## src/rtl/rv_mc_ctrl_if.sv

```systemverilog
// Purpose: control bundle between the multi-cycle controller and its datapath.
// Latency: wires only, no storage.
// Backpressure: imem_ready/dmem_ready flow from the datapath (slave) to the controller (master).
interface rv_mc_ctrl_if;
    // Instruction fields and datapath status
    logic [6:0] opcode;
    logic [2:0] funct3;
    logic       funct7_5;
    logic       zero;
    logic       imem_ready;
    logic       dmem_ready;

    // Write strobes and status
    logic       ir_we;
    logic       pc_we;
    logic       reg_we;
    logic       mem_we;
    logic       mem_re;
    logic       halt;

    // Datapath selects
    logic [2:0] imm_op;
    logic [2:0] alu_op;
    logic [2:0] m4_1_cnt;
    logic [2:0] m4_2_cnt;
    logic [1:0] m2_1_cnt;
    logic [1:0] m2_2_cnt;
    logic [1:0] m2_3_cnt;
    logic [1:0] m2_4_cnt;
    logic [2:0] state;

    modport master (
        input  opcode, funct3, funct7_5, zero, imem_ready, dmem_ready,
        output ir_we, pc_we, reg_we, mem_we, mem_re, halt,
        output imm_op, alu_op, m4_1_cnt, m4_2_cnt,
        output m2_1_cnt, m2_2_cnt, m2_3_cnt, m2_4_cnt, state
    );

    modport slave (
        output opcode, funct3, funct7_5, zero, imem_ready, dmem_ready,
        input  ir_we, pc_we, reg_we, mem_we, mem_re, halt,
        input  imm_op, alu_op, m4_1_cnt, m4_2_cnt,
        input  m2_1_cnt, m2_2_cnt, m2_3_cnt, m2_4_cnt, state
    );
endinterface

```

## src/rtl/rv_mc_ctrl.sv

```systemverilog
// Purpose: multi-cycle RV32I subset control FSM (FETCH/DECODE/EXEC/MEM/WB/TRAP) for a shared-ALU datapath.
// Latency: ALU/branch/jump/lui 3 cycles, sw 4+N, lw 5+N (N = dmem_ready low cycles), plus imem_ready wait in FETCH.
// Backpressure: holds in FETCH while imem_ready=0 and in MEM while dmem_ready=0; TRAP absorbs until rst.
// Option: define INSTRET_CNT_EN to add the 32-bit retired-instruction counter output instret.
module rv_mc_ctrl (
    input  logic               clk,
    input  logic               rst,
    rv_mc_ctrl_if.master       bus
`ifdef INSTRET_CNT_EN
    ,
    output logic [31:0]        instret
`endif
);

    typedef enum logic [2:0] {
        S_FETCH  = 3'd0,
        S_DECODE = 3'd1,
        S_EXEC   = 3'd2,
        S_MEM    = 3'd3,
        S_WB     = 3'd4,
        S_TRAP   = 3'd7
    } state_t;

    // Opcodes accepted by DECODE
    localparam logic [6:0] OP_R    = 7'b0110011;
    localparam logic [6:0] OP_I    = 7'b0010011;
    localparam logic [6:0] OP_LW   = 7'b0000011;
    localparam logic [6:0] OP_SW   = 7'b0100011;
    localparam logic [6:0] OP_BR   = 7'b1100011;
    localparam logic [6:0] OP_JAL  = 7'b1101111;
    localparam logic [6:0] OP_JALR = 7'b1100111;
    localparam logic [6:0] OP_LUI  = 7'b0110111;

    // Immediate format select
    localparam logic [2:0] IMM_I = 3'd0;
    localparam logic [2:0] IMM_S = 3'd1;
    localparam logic [2:0] IMM_B = 3'd2;
    localparam logic [2:0] IMM_J = 3'd3;
    localparam logic [2:0] IMM_U = 3'd4;

    // ALU function select
    localparam logic [2:0] ALU_ADD = 3'd0;
    localparam logic [2:0] ALU_SUB = 3'd1;
    localparam logic [2:0] ALU_AND = 3'd2;
    localparam logic [2:0] ALU_OR  = 3'd3;
    localparam logic [2:0] ALU_SLT = 3'd4;
    localparam logic [2:0] ALU_XOR = 3'd5;

    // Next-PC source select
    localparam logic [2:0] PC_IMM   = 3'd0;
    localparam logic [2:0] PC_PLUS4 = 3'd1;
    localparam logic [2:0] PC_RES   = 3'd3;

    state_t     state_q, state_d;
    logic [6:0] op_q;
    logic [2:0] f3_q;
    logic       f7_q;

    logic       ir_we, pc_we, reg_we, mem_we, mem_re, halt;
    logic [2:0] imm_op, alu_op, m4_1_cnt, m4_2_cnt;
    logic [1:0] m2_1_cnt, m2_2_cnt, m2_4_cnt;

    // Instruction class from the latched opcode only; live inputs are ignored after FETCH
    logic is_r, is_i, is_lw, is_sw, is_br, is_jal, is_jalr, is_lui, is_legal;
    assign is_r     = (op_q == OP_R);
    assign is_i     = (op_q == OP_I);
    assign is_lw    = (op_q == OP_LW);
    assign is_sw    = (op_q == OP_SW);
    assign is_br    = (op_q == OP_BR);
    assign is_jal   = (op_q == OP_JAL);
    assign is_jalr  = (op_q == OP_JALR);
    assign is_lui   = (op_q == OP_LUI);
    assign is_legal = is_r | is_i | is_lw | is_sw | is_br | is_jal | is_jalr | is_lui;

    // beq/bne are the only branch forms; a taken branch selects pc+imm
    logic br_ok, br_take;
    assign br_ok   = (f3_q == 3'b000) || (f3_q == 3'b001);
    assign br_take = ((f3_q == 3'b000) &&  bus.zero) ||
                     ((f3_q == 3'b001) && !bus.zero);

    // ALU function for register/immediate arithmetic; sub only exists in the R form
    logic [2:0] alu_fn;
    always_comb begin
        alu_fn = ALU_ADD;
        case (f3_q)
            3'b000:  alu_fn = (is_r && f7_q) ? ALU_SUB : ALU_ADD;
            3'b111:  alu_fn = ALU_AND;
            3'b110:  alu_fn = ALU_OR;
            3'b010:  alu_fn = ALU_SLT;
            3'b100:  alu_fn = ALU_XOR;
            default: alu_fn = ALU_ADD;
        endcase
    end

    // State register; reset always restarts the sequence at FETCH
    always_ff @(posedge clk or negedge rst) begin
        if (!rst) begin
            state_q <= S_FETCH;
        end else begin
            state_q <= state_d;
        end
    end

    // Instruction field latch, loaded on the single ir_we cycle
    always_ff @(posedge clk or negedge rst) begin
        if (!rst) begin
            op_q <= '0;
            f3_q <= '0;
            f7_q <= 1'b0;
        end else if (ir_we) begin
            op_q <= bus.opcode;
            f3_q <= bus.funct3;
            f7_q <= bus.funct7_5;
        end
    end

    // Next state and control decode; reset forces every control low without a clock
    always_comb begin
        state_d  = state_q;
        ir_we    = 1'b0;
        pc_we    = 1'b0;
        reg_we   = 1'b0;
        mem_we   = 1'b0;
        mem_re   = 1'b0;
        halt     = 1'b0;
        imm_op   = IMM_I;
        alu_op   = ALU_ADD;
        m4_1_cnt = PC_IMM;
        m4_2_cnt = 3'd0;
        m2_1_cnt = 2'd0;
        m2_2_cnt = 2'd0;
        m2_4_cnt = 2'd0;

        case (state_q)
            S_FETCH: begin
                if (bus.imem_ready) begin
                    ir_we   = 1'b1;
                    state_d = S_DECODE;
                end
            end

            S_DECODE: begin
                state_d = is_legal ? S_EXEC : S_TRAP;
            end

            S_EXEC: begin
                if (is_r || is_i) begin
                    alu_op   = alu_fn;
                    m2_1_cnt = is_i ? 2'd1 : 2'd0;
                    reg_we   = 1'b1;
                    pc_we    = 1'b1;
                    m4_1_cnt = PC_PLUS4;
                    state_d  = S_FETCH;
                end else if (is_lw || is_sw) begin
                    imm_op   = is_sw ? IMM_S : IMM_I;
                    alu_op   = ALU_ADD;
                    m2_1_cnt = 2'd1;
                    state_d  = S_MEM;
                end else if (is_br) begin
                    imm_op = IMM_B;
                    alu_op = ALU_SUB;
                    if (br_ok) begin
                        pc_we    = 1'b1;
                        m4_1_cnt = br_take ? PC_IMM : PC_PLUS4;
                        state_d  = S_FETCH;
                    end else begin
                        state_d  = S_TRAP;
                    end
                end else if (is_jal) begin
                    imm_op   = IMM_J;
                    m2_2_cnt = 2'd1;
                    reg_we   = 1'b1;
                    pc_we    = 1'b1;
                    m4_1_cnt = PC_IMM;
                    state_d  = S_FETCH;
                end else if (is_jalr) begin
                    imm_op   = IMM_I;
                    m2_1_cnt = 2'd1;
                    alu_op   = ALU_ADD;
                    m2_2_cnt = 2'd1;
                    reg_we   = 1'b1;
                    pc_we    = 1'b1;
                    m4_1_cnt = PC_RES;
                    state_d  = S_FETCH;
                end else if (is_lui) begin
                    imm_op   = IMM_U;
                    m2_4_cnt = 2'd1;
                    reg_we   = 1'b1;
                    pc_we    = 1'b1;
                    m4_1_cnt = PC_PLUS4;
                    state_d  = S_FETCH;
                end else begin
                    // DECODE never lets an illegal opcode in; trap defensively anyway
                    state_d = S_TRAP;
                end
            end

            S_MEM: begin
                if (is_lw) begin
                    mem_re = 1'b1;
                    if (bus.dmem_ready) begin
                        state_d = S_WB;
                    end
                end else if (bus.dmem_ready) begin
                    // Store strobe and retire share the completion cycle
                    mem_we   = 1'b1;
                    pc_we    = 1'b1;
                    m4_1_cnt = PC_PLUS4;
                    state_d  = S_FETCH;
                end
            end

            S_WB: begin
                m4_2_cnt = 3'd1;
                reg_we   = 1'b1;
                pc_we    = 1'b1;
                m4_1_cnt = PC_PLUS4;
                state_d  = S_FETCH;
            end

            S_TRAP: begin
                halt    = 1'b1;
                state_d = S_TRAP;
            end

            default: begin
                state_d = S_FETCH;
            end
        endcase

        if (!rst) begin
            state_d  = S_FETCH;
            ir_we    = 1'b0;
            pc_we    = 1'b0;
            reg_we   = 1'b0;
            mem_we   = 1'b0;
            mem_re   = 1'b0;
            halt     = 1'b0;
            imm_op   = 3'd0;
            alu_op   = 3'd0;
            m4_1_cnt = 3'd0;
            m4_2_cnt = 3'd0;
            m2_1_cnt = 2'd0;
            m2_2_cnt = 2'd0;
            m2_4_cnt = 2'd0;
        end
    end

    assign bus.ir_we    = ir_we;
    assign bus.pc_we    = pc_we;
    assign bus.reg_we   = reg_we;
    assign bus.mem_we   = mem_we;
    assign bus.mem_re   = mem_re;
    assign bus.halt     = halt;
    assign bus.imm_op   = imm_op;
    assign bus.alu_op   = alu_op;
    assign bus.m4_1_cnt = m4_1_cnt;
    assign bus.m4_2_cnt = m4_2_cnt;
    assign bus.m2_1_cnt = m2_1_cnt;
    assign bus.m2_2_cnt = m2_2_cnt;
    assign bus.m2_3_cnt = 2'b00;
    assign bus.m2_4_cnt = m2_4_cnt;
    assign bus.state    = state_q;

`ifdef INSTRET_CNT_EN
    logic [31:0] instret_q;

    // Retired-instruction count: one pc_we per retire, wraps naturally at 2^32
    always_ff @(posedge clk or negedge rst) begin
        if (!rst) begin
            instret_q <= '0;
        end else if (pc_we) begin
            instret_q <= instret_q + 32'd1;
        end
    end

    assign instret = instret_q;
`endif

endmodule
```

## src/flat_wrapper.sv

```systemverilog
// flat-port wrapper written by rule: the top's interface ports become plain ports
module rv_mc_ctrl_flat 
  (clk, rst, bus_opcode, bus_funct3, bus_funct7_5, bus_zero, bus_imem_ready, bus_dmem_ready, bus_ir_we, bus_pc_we, bus_reg_we, bus_mem_we, bus_mem_re, bus_halt, bus_imm_op, bus_alu_op, bus_m4_1_cnt, bus_m4_2_cnt, bus_m2_1_cnt, bus_m2_2_cnt, bus_m2_3_cnt, bus_m2_4_cnt, bus_state);
  rv_mc_ctrl_if bus_i ();
  input  logic clk;
  input  logic rst;
  input wire logic [$bits(bus_i.opcode)-1:0] bus_opcode;
  input wire logic [$bits(bus_i.funct3)-1:0] bus_funct3;
  input wire logic [$bits(bus_i.funct7_5)-1:0] bus_funct7_5;
  input wire logic [$bits(bus_i.zero)-1:0] bus_zero;
  input wire logic [$bits(bus_i.imem_ready)-1:0] bus_imem_ready;
  input wire logic [$bits(bus_i.dmem_ready)-1:0] bus_dmem_ready;
  output wire logic [$bits(bus_i.ir_we)-1:0] bus_ir_we;
  output wire logic [$bits(bus_i.pc_we)-1:0] bus_pc_we;
  output wire logic [$bits(bus_i.reg_we)-1:0] bus_reg_we;
  output wire logic [$bits(bus_i.mem_we)-1:0] bus_mem_we;
  output wire logic [$bits(bus_i.mem_re)-1:0] bus_mem_re;
  output wire logic [$bits(bus_i.halt)-1:0] bus_halt;
  output wire logic [$bits(bus_i.imm_op)-1:0] bus_imm_op;
  output wire logic [$bits(bus_i.alu_op)-1:0] bus_alu_op;
  output wire logic [$bits(bus_i.m4_1_cnt)-1:0] bus_m4_1_cnt;
  output wire logic [$bits(bus_i.m4_2_cnt)-1:0] bus_m4_2_cnt;
  output wire logic [$bits(bus_i.m2_1_cnt)-1:0] bus_m2_1_cnt;
  output wire logic [$bits(bus_i.m2_2_cnt)-1:0] bus_m2_2_cnt;
  output wire logic [$bits(bus_i.m2_3_cnt)-1:0] bus_m2_3_cnt;
  output wire logic [$bits(bus_i.m2_4_cnt)-1:0] bus_m2_4_cnt;
  output wire logic [$bits(bus_i.state)-1:0] bus_state;
  assign bus_i.opcode = bus_opcode;
  assign bus_i.funct3 = bus_funct3;
  assign bus_i.funct7_5 = bus_funct7_5;
  assign bus_i.zero = bus_zero;
  assign bus_i.imem_ready = bus_imem_ready;
  assign bus_i.dmem_ready = bus_dmem_ready;
  assign bus_ir_we = bus_i.ir_we;
  assign bus_pc_we = bus_i.pc_we;
  assign bus_reg_we = bus_i.reg_we;
  assign bus_mem_we = bus_i.mem_we;
  assign bus_mem_re = bus_i.mem_re;
  assign bus_halt = bus_i.halt;
  assign bus_imm_op = bus_i.imm_op;
  assign bus_alu_op = bus_i.alu_op;
  assign bus_m4_1_cnt = bus_i.m4_1_cnt;
  assign bus_m4_2_cnt = bus_i.m4_2_cnt;
  assign bus_m2_1_cnt = bus_i.m2_1_cnt;
  assign bus_m2_2_cnt = bus_i.m2_2_cnt;
  assign bus_m2_3_cnt = bus_i.m2_3_cnt;
  assign bus_m2_4_cnt = bus_i.m2_4_cnt;
  assign bus_state = bus_i.state;
  rv_mc_ctrl u_core (.clk(clk), .rst(rst), .bus(bus_i));
endmodule
```

## config.mk

```make
export PLATFORM = sky130hd
export DESIGN_NAME = rv_mc_ctrl_flat
export DESIGN_NICKNAME = d
export VERILOG_FILES = /design/src/rtl/rv_mc_ctrl_if.sv /design/src/rtl/rv_mc_ctrl.sv /design/src/flat_wrapper.sv
export SDC_FILE = /design/constraint.sdc
export NUM_CORES = 1
export LEC_CHECK = 0
export ABC_AREA = 1
export ABC_CLOCK_PERIOD_IN_PS = 1400
export BUFFER_PORTS_ARGS = -buffer_cell sky130_fd_sc_hd__buf_2
export CAP_MARGIN = 10
export CORE_MARGIN = 2
export CORE_UTILIZATION = 43
export CTS_CLUSTER_SIZE = 8
export DETAILED_ROUTE_END_ITERATION = 8
export PLACE_DENSITY_LB_ADDON = 0.25
export SETUP_SLACK_MARGIN = 0.02
export SLEW_MARGIN = 20
export SYNTH_ARGS = -nofsm -noshare
export SYNTH_HDL_FRONTEND = slang
export SYNTH_SLANG_ARGS = --single-unit
```

## constraint.sdc

```tcl
create_clock -name clk -period 1.4 [get_ports clk]
set_input_delay 0.14 -clock clk [delete_from_list [all_inputs] [get_ports clk]]
set_output_delay 0.14 -clock clk [all_outputs]
set_load 0.02 [all_outputs]
```

==> impl_metrics.py <==
metrics = {
    "yosys": {
        "synth_edf_count": 0,
        "async_reset_ff_share_pct": 100,
        "synth_top_area_share_pct": 30.4,
        "syn_inst": 154,
        "ys_seq_elements": 14,
        "synth.area.top_cells": "dfrtp_1 30%, nand2_1 7.5%, nor2_1 7.5%",
        "yosysWarnings": 0,
        "yosysTopAreaCell": "dfrtp_1",
        "syn_avg_cell_area_um2": 7.49,
        "synthesis.area_um2": 1150,
        "ys_seq_area_share_pct": 30.4,
        "synthFlopType": "dfrtp_1",
        "ys_types": 31,
    },
    "layout": {
        "num_antenna_cells": 0,
        "area_growth_pct": 99.0,
        "n_fill_cell": 88,
        "drive_gt1_share_pct": 70.9,
        "final_nets": 271,
        "final_cell_mix": "48 x buf_4, 29 x buf_6, 20 x buf_2",
        "layout_commonest_cell": "buf_4",
    },
    "setup_path": {
        "r2r_cells": 14,
        "r2r_end": "u_core.bus.state[0]",
        "reg2reg_from": "u_core.op_q[2]",
        "worstPathCellList": "inv_2 -> nand2_2 -> nor2_4 -> nand2_4 -> nor2_4 -> nand2_2 -> a21oi_4 -> a21oi_2 -> buf_2",
        "cp-end-kind": "output port",
        "worstPathRequired_ns": 1.26,
        "cp_slowest_cell": "dfrtp_1",
        "max_stage_delay_ns": 0.41,
        "worst-setup-path-type": "reg -> out",
        "crit_path_start_kind": "flop",
        "cp_max_fo": 5,
        "cp.arrival_ns": 1.86,
        "r2r_slack_ns": -0.54,
    },
    "sta": {
        "tightest_slew_ns": 0.530,
        "tns_ns": -10.48,
        "relSlewSlack_pct": 64.4,
        "period_share_pct": 143,
        "period_minus_slack_ns": 2.00,
        "finalHoldViolations": 0,
        "rsz0062_at_grt": "yes",
        "setup_violations": 32,
        "finalMaxSlewViolations": 0,
        "clock_skew_ns": 0.0127,
        "setup_ws_ns": -0.599,
        "fmax_mhz": 500,
    },
    "worst_hold_path": {
        "min_path_type": "in -> reg",
        "hold_depth": 3,
        "holdCritStartpoint": "bus_opcode[5]",
        "hold_end": "u_core.op_q[5]",
    },
    "power": {
        "switching_share_pct": 48.0,
        "p_int_uw": 2090,
        "p_leak_uw": 0.00112,
        "pwr-share-comb_pct": 71.3,
        "ir_drop_v": 0.00168,
        "p_switching_uw": 1930,
        "pwr-share-seq_pct": 20.5,
        "p_total_uw": 4020,
        "power.density_nw_per_um2": 1750,
        "clkPwrFrac_pct": 8.2,
    },
    "placement": {
        "hpwl_um": 2580,
        "dp_slack_ns": -0.150,
        "routabilityCongestion": 0.859,
        "port-buffer-count": 36,
    },
    "floorplan": {
        "rows": 18,
        "num_io_pins": 45,
        "dieArea_um2": 3110,
        "die_y_um": 55.8,
        "die_w_um": 55.8,
        "start_util_pct": 46.1,
        "coreArea_um2": 2500,
    },
    "cts": {
        "cts.clk_slew.worst_paths_ns": 0.11,
        "clock_latency_ns": 0.31,
        "cts_buffers": 3,
        "cts_buffer_depth": 2,
        "ctsRootBufferMaster": "clkbuf_4",
        "clock_sinks": 14,
        "htree_levels": 1,
        "cts_tree": "built",
    },
    "routing": {
        "avgRoutedWirePerCell_um": 18.2,
        "drtIter0Drc": 98,
        "drt-total-wl_um": 5160,
        "ant_nets": 0,
        "dr.pass1.iters": 5,
        "drc": 0,
        "via_per_inst": 5.51,
        "num_vias": 1566,
    },
    "run_status": {
        "violations": "setup timing",
        "status": "complete, but fails checks",
    },
    "global_routing": {
        "track_usage_pct": 24.8,
        "grt_max_degree": 11,
        "grt_pass1_vias": 1334,
        "antenna_found_initial": 0,
        "grt_remaining_overflow": 0,
        "grt_pass1_wl_um": 6040,
    },
    "job": {
        "cap_violations": 0,
    },
}
## logic make-up after synthesis
family | share of synthesized area [%]
buf+inv | 13.7
compound gates | 9.54
simple gates | 40.5
other cells | 0.325
xor+xnor | 0.759
flops | 30.4
mux | 4.88
## power by group through the flow
stage	logic (µW)	registers, µW	clock network, µW
final	2870	825	329
after global routing	3030	849	334
after CTS	2050	770	320
after detailed placement	1730	794	0
after global placement	1670	780	0
after floorplan	1050	850	0
## synth_stat cells, types with 2 or more instances
cell / number
nor2_4: 5
dfrtp_1: 14
nand2_1: 23
o21ai_0: 4
nand3_1: 11
nor3_2: 2
nor3_1: 3
inv_2: 7
o21ai_1: 6
nand2_4: 2
nor2_1: 23
inv_1: 13
a21oi_1: 4
nand2_2: 8
mux2_1: 5
buf_4: 9
## final cells by class
type	instances	area [µm²]	area share (%)
repair buffers	99	807	35.1
clock buffers	4	36.3	1.58
flip-flops and latches	14	355	15.5
well taps	30	37.5	1.63
multi-input cells	116	966	42.1
inverters	21	93.8	4.09
## through the flow
stage / util, % / area, µm² / hold WS (ns) / cells
4_1_cts: 76.5 / 1910 / 0.0424 / 261
3_3_place_gp: 64.7 / 1620 / -0.0152 / 246
3_5_place_dp: 64.7 / 1620 / -0.00860 / 246
6_report: 91.8 / 2300 / 0.0465 / 284
2_1_floorplan: - / 1260 / -0.156 / 161
5_1_grt: 91.8 / 2300 / 0.0733 / 284
## layer usage
layer	vias up	GRT usage (%)	share of wire [%]
met5	-	0	0
met4	0	13.2	5.6
met3	33	4.88	8.8
met2	115	43.2	47
met1	740	28.4	39
li1	678	-	-
## how the worst max path moves through the flow
stage / endpoint / depth (start not counted) / slack (ns) / startpoint
after floorplan: bus_m2_4_cnt[0] / 7 / -0.11 / u_core.bus.state[1]
after global placement: bus_m4_1_cnt[0] / 9 / -0.08 / u_core.op_q[3]
after detailed placement: bus_pc_we / 9 / -0.15 / u_core.op_q[3]
after CTS: bus_pc_we / 9 / -0.47 / u_core.op_q[2]
after global routing: bus_pc_we / 9 / -0.63 / u_core.op_q[2]
final: bus_pc_we / 9 / -0.60 / u_core.op_q[2]
## worst max-delay path: cells and delay by family, from the launching register on
family,cells,cell delay (ns)
buf+inv,2,0.24
compound gates,2,0.23
flops,1,0.41
simple gates,5,0.65
## registers in the layout, indices dropped and copies added (netlist names)
| name | flops |
|---|---|
| u_core.f3_q | 3 |
| u_core.op_q | 7 |
| u_core.f7_q | 1 |
| u_core.bus.state | 3 |
## timing repair
item	in CTS	in global routing
endpoints found under the hold margin	5	0
gates resized for setup	52	59
gates cloned	0	1
setup buffers	10	25
hold buffers	2	0
pin swaps	13	18
setup endpoints to repair	26	32
Power figures use the tool's default switching activity.
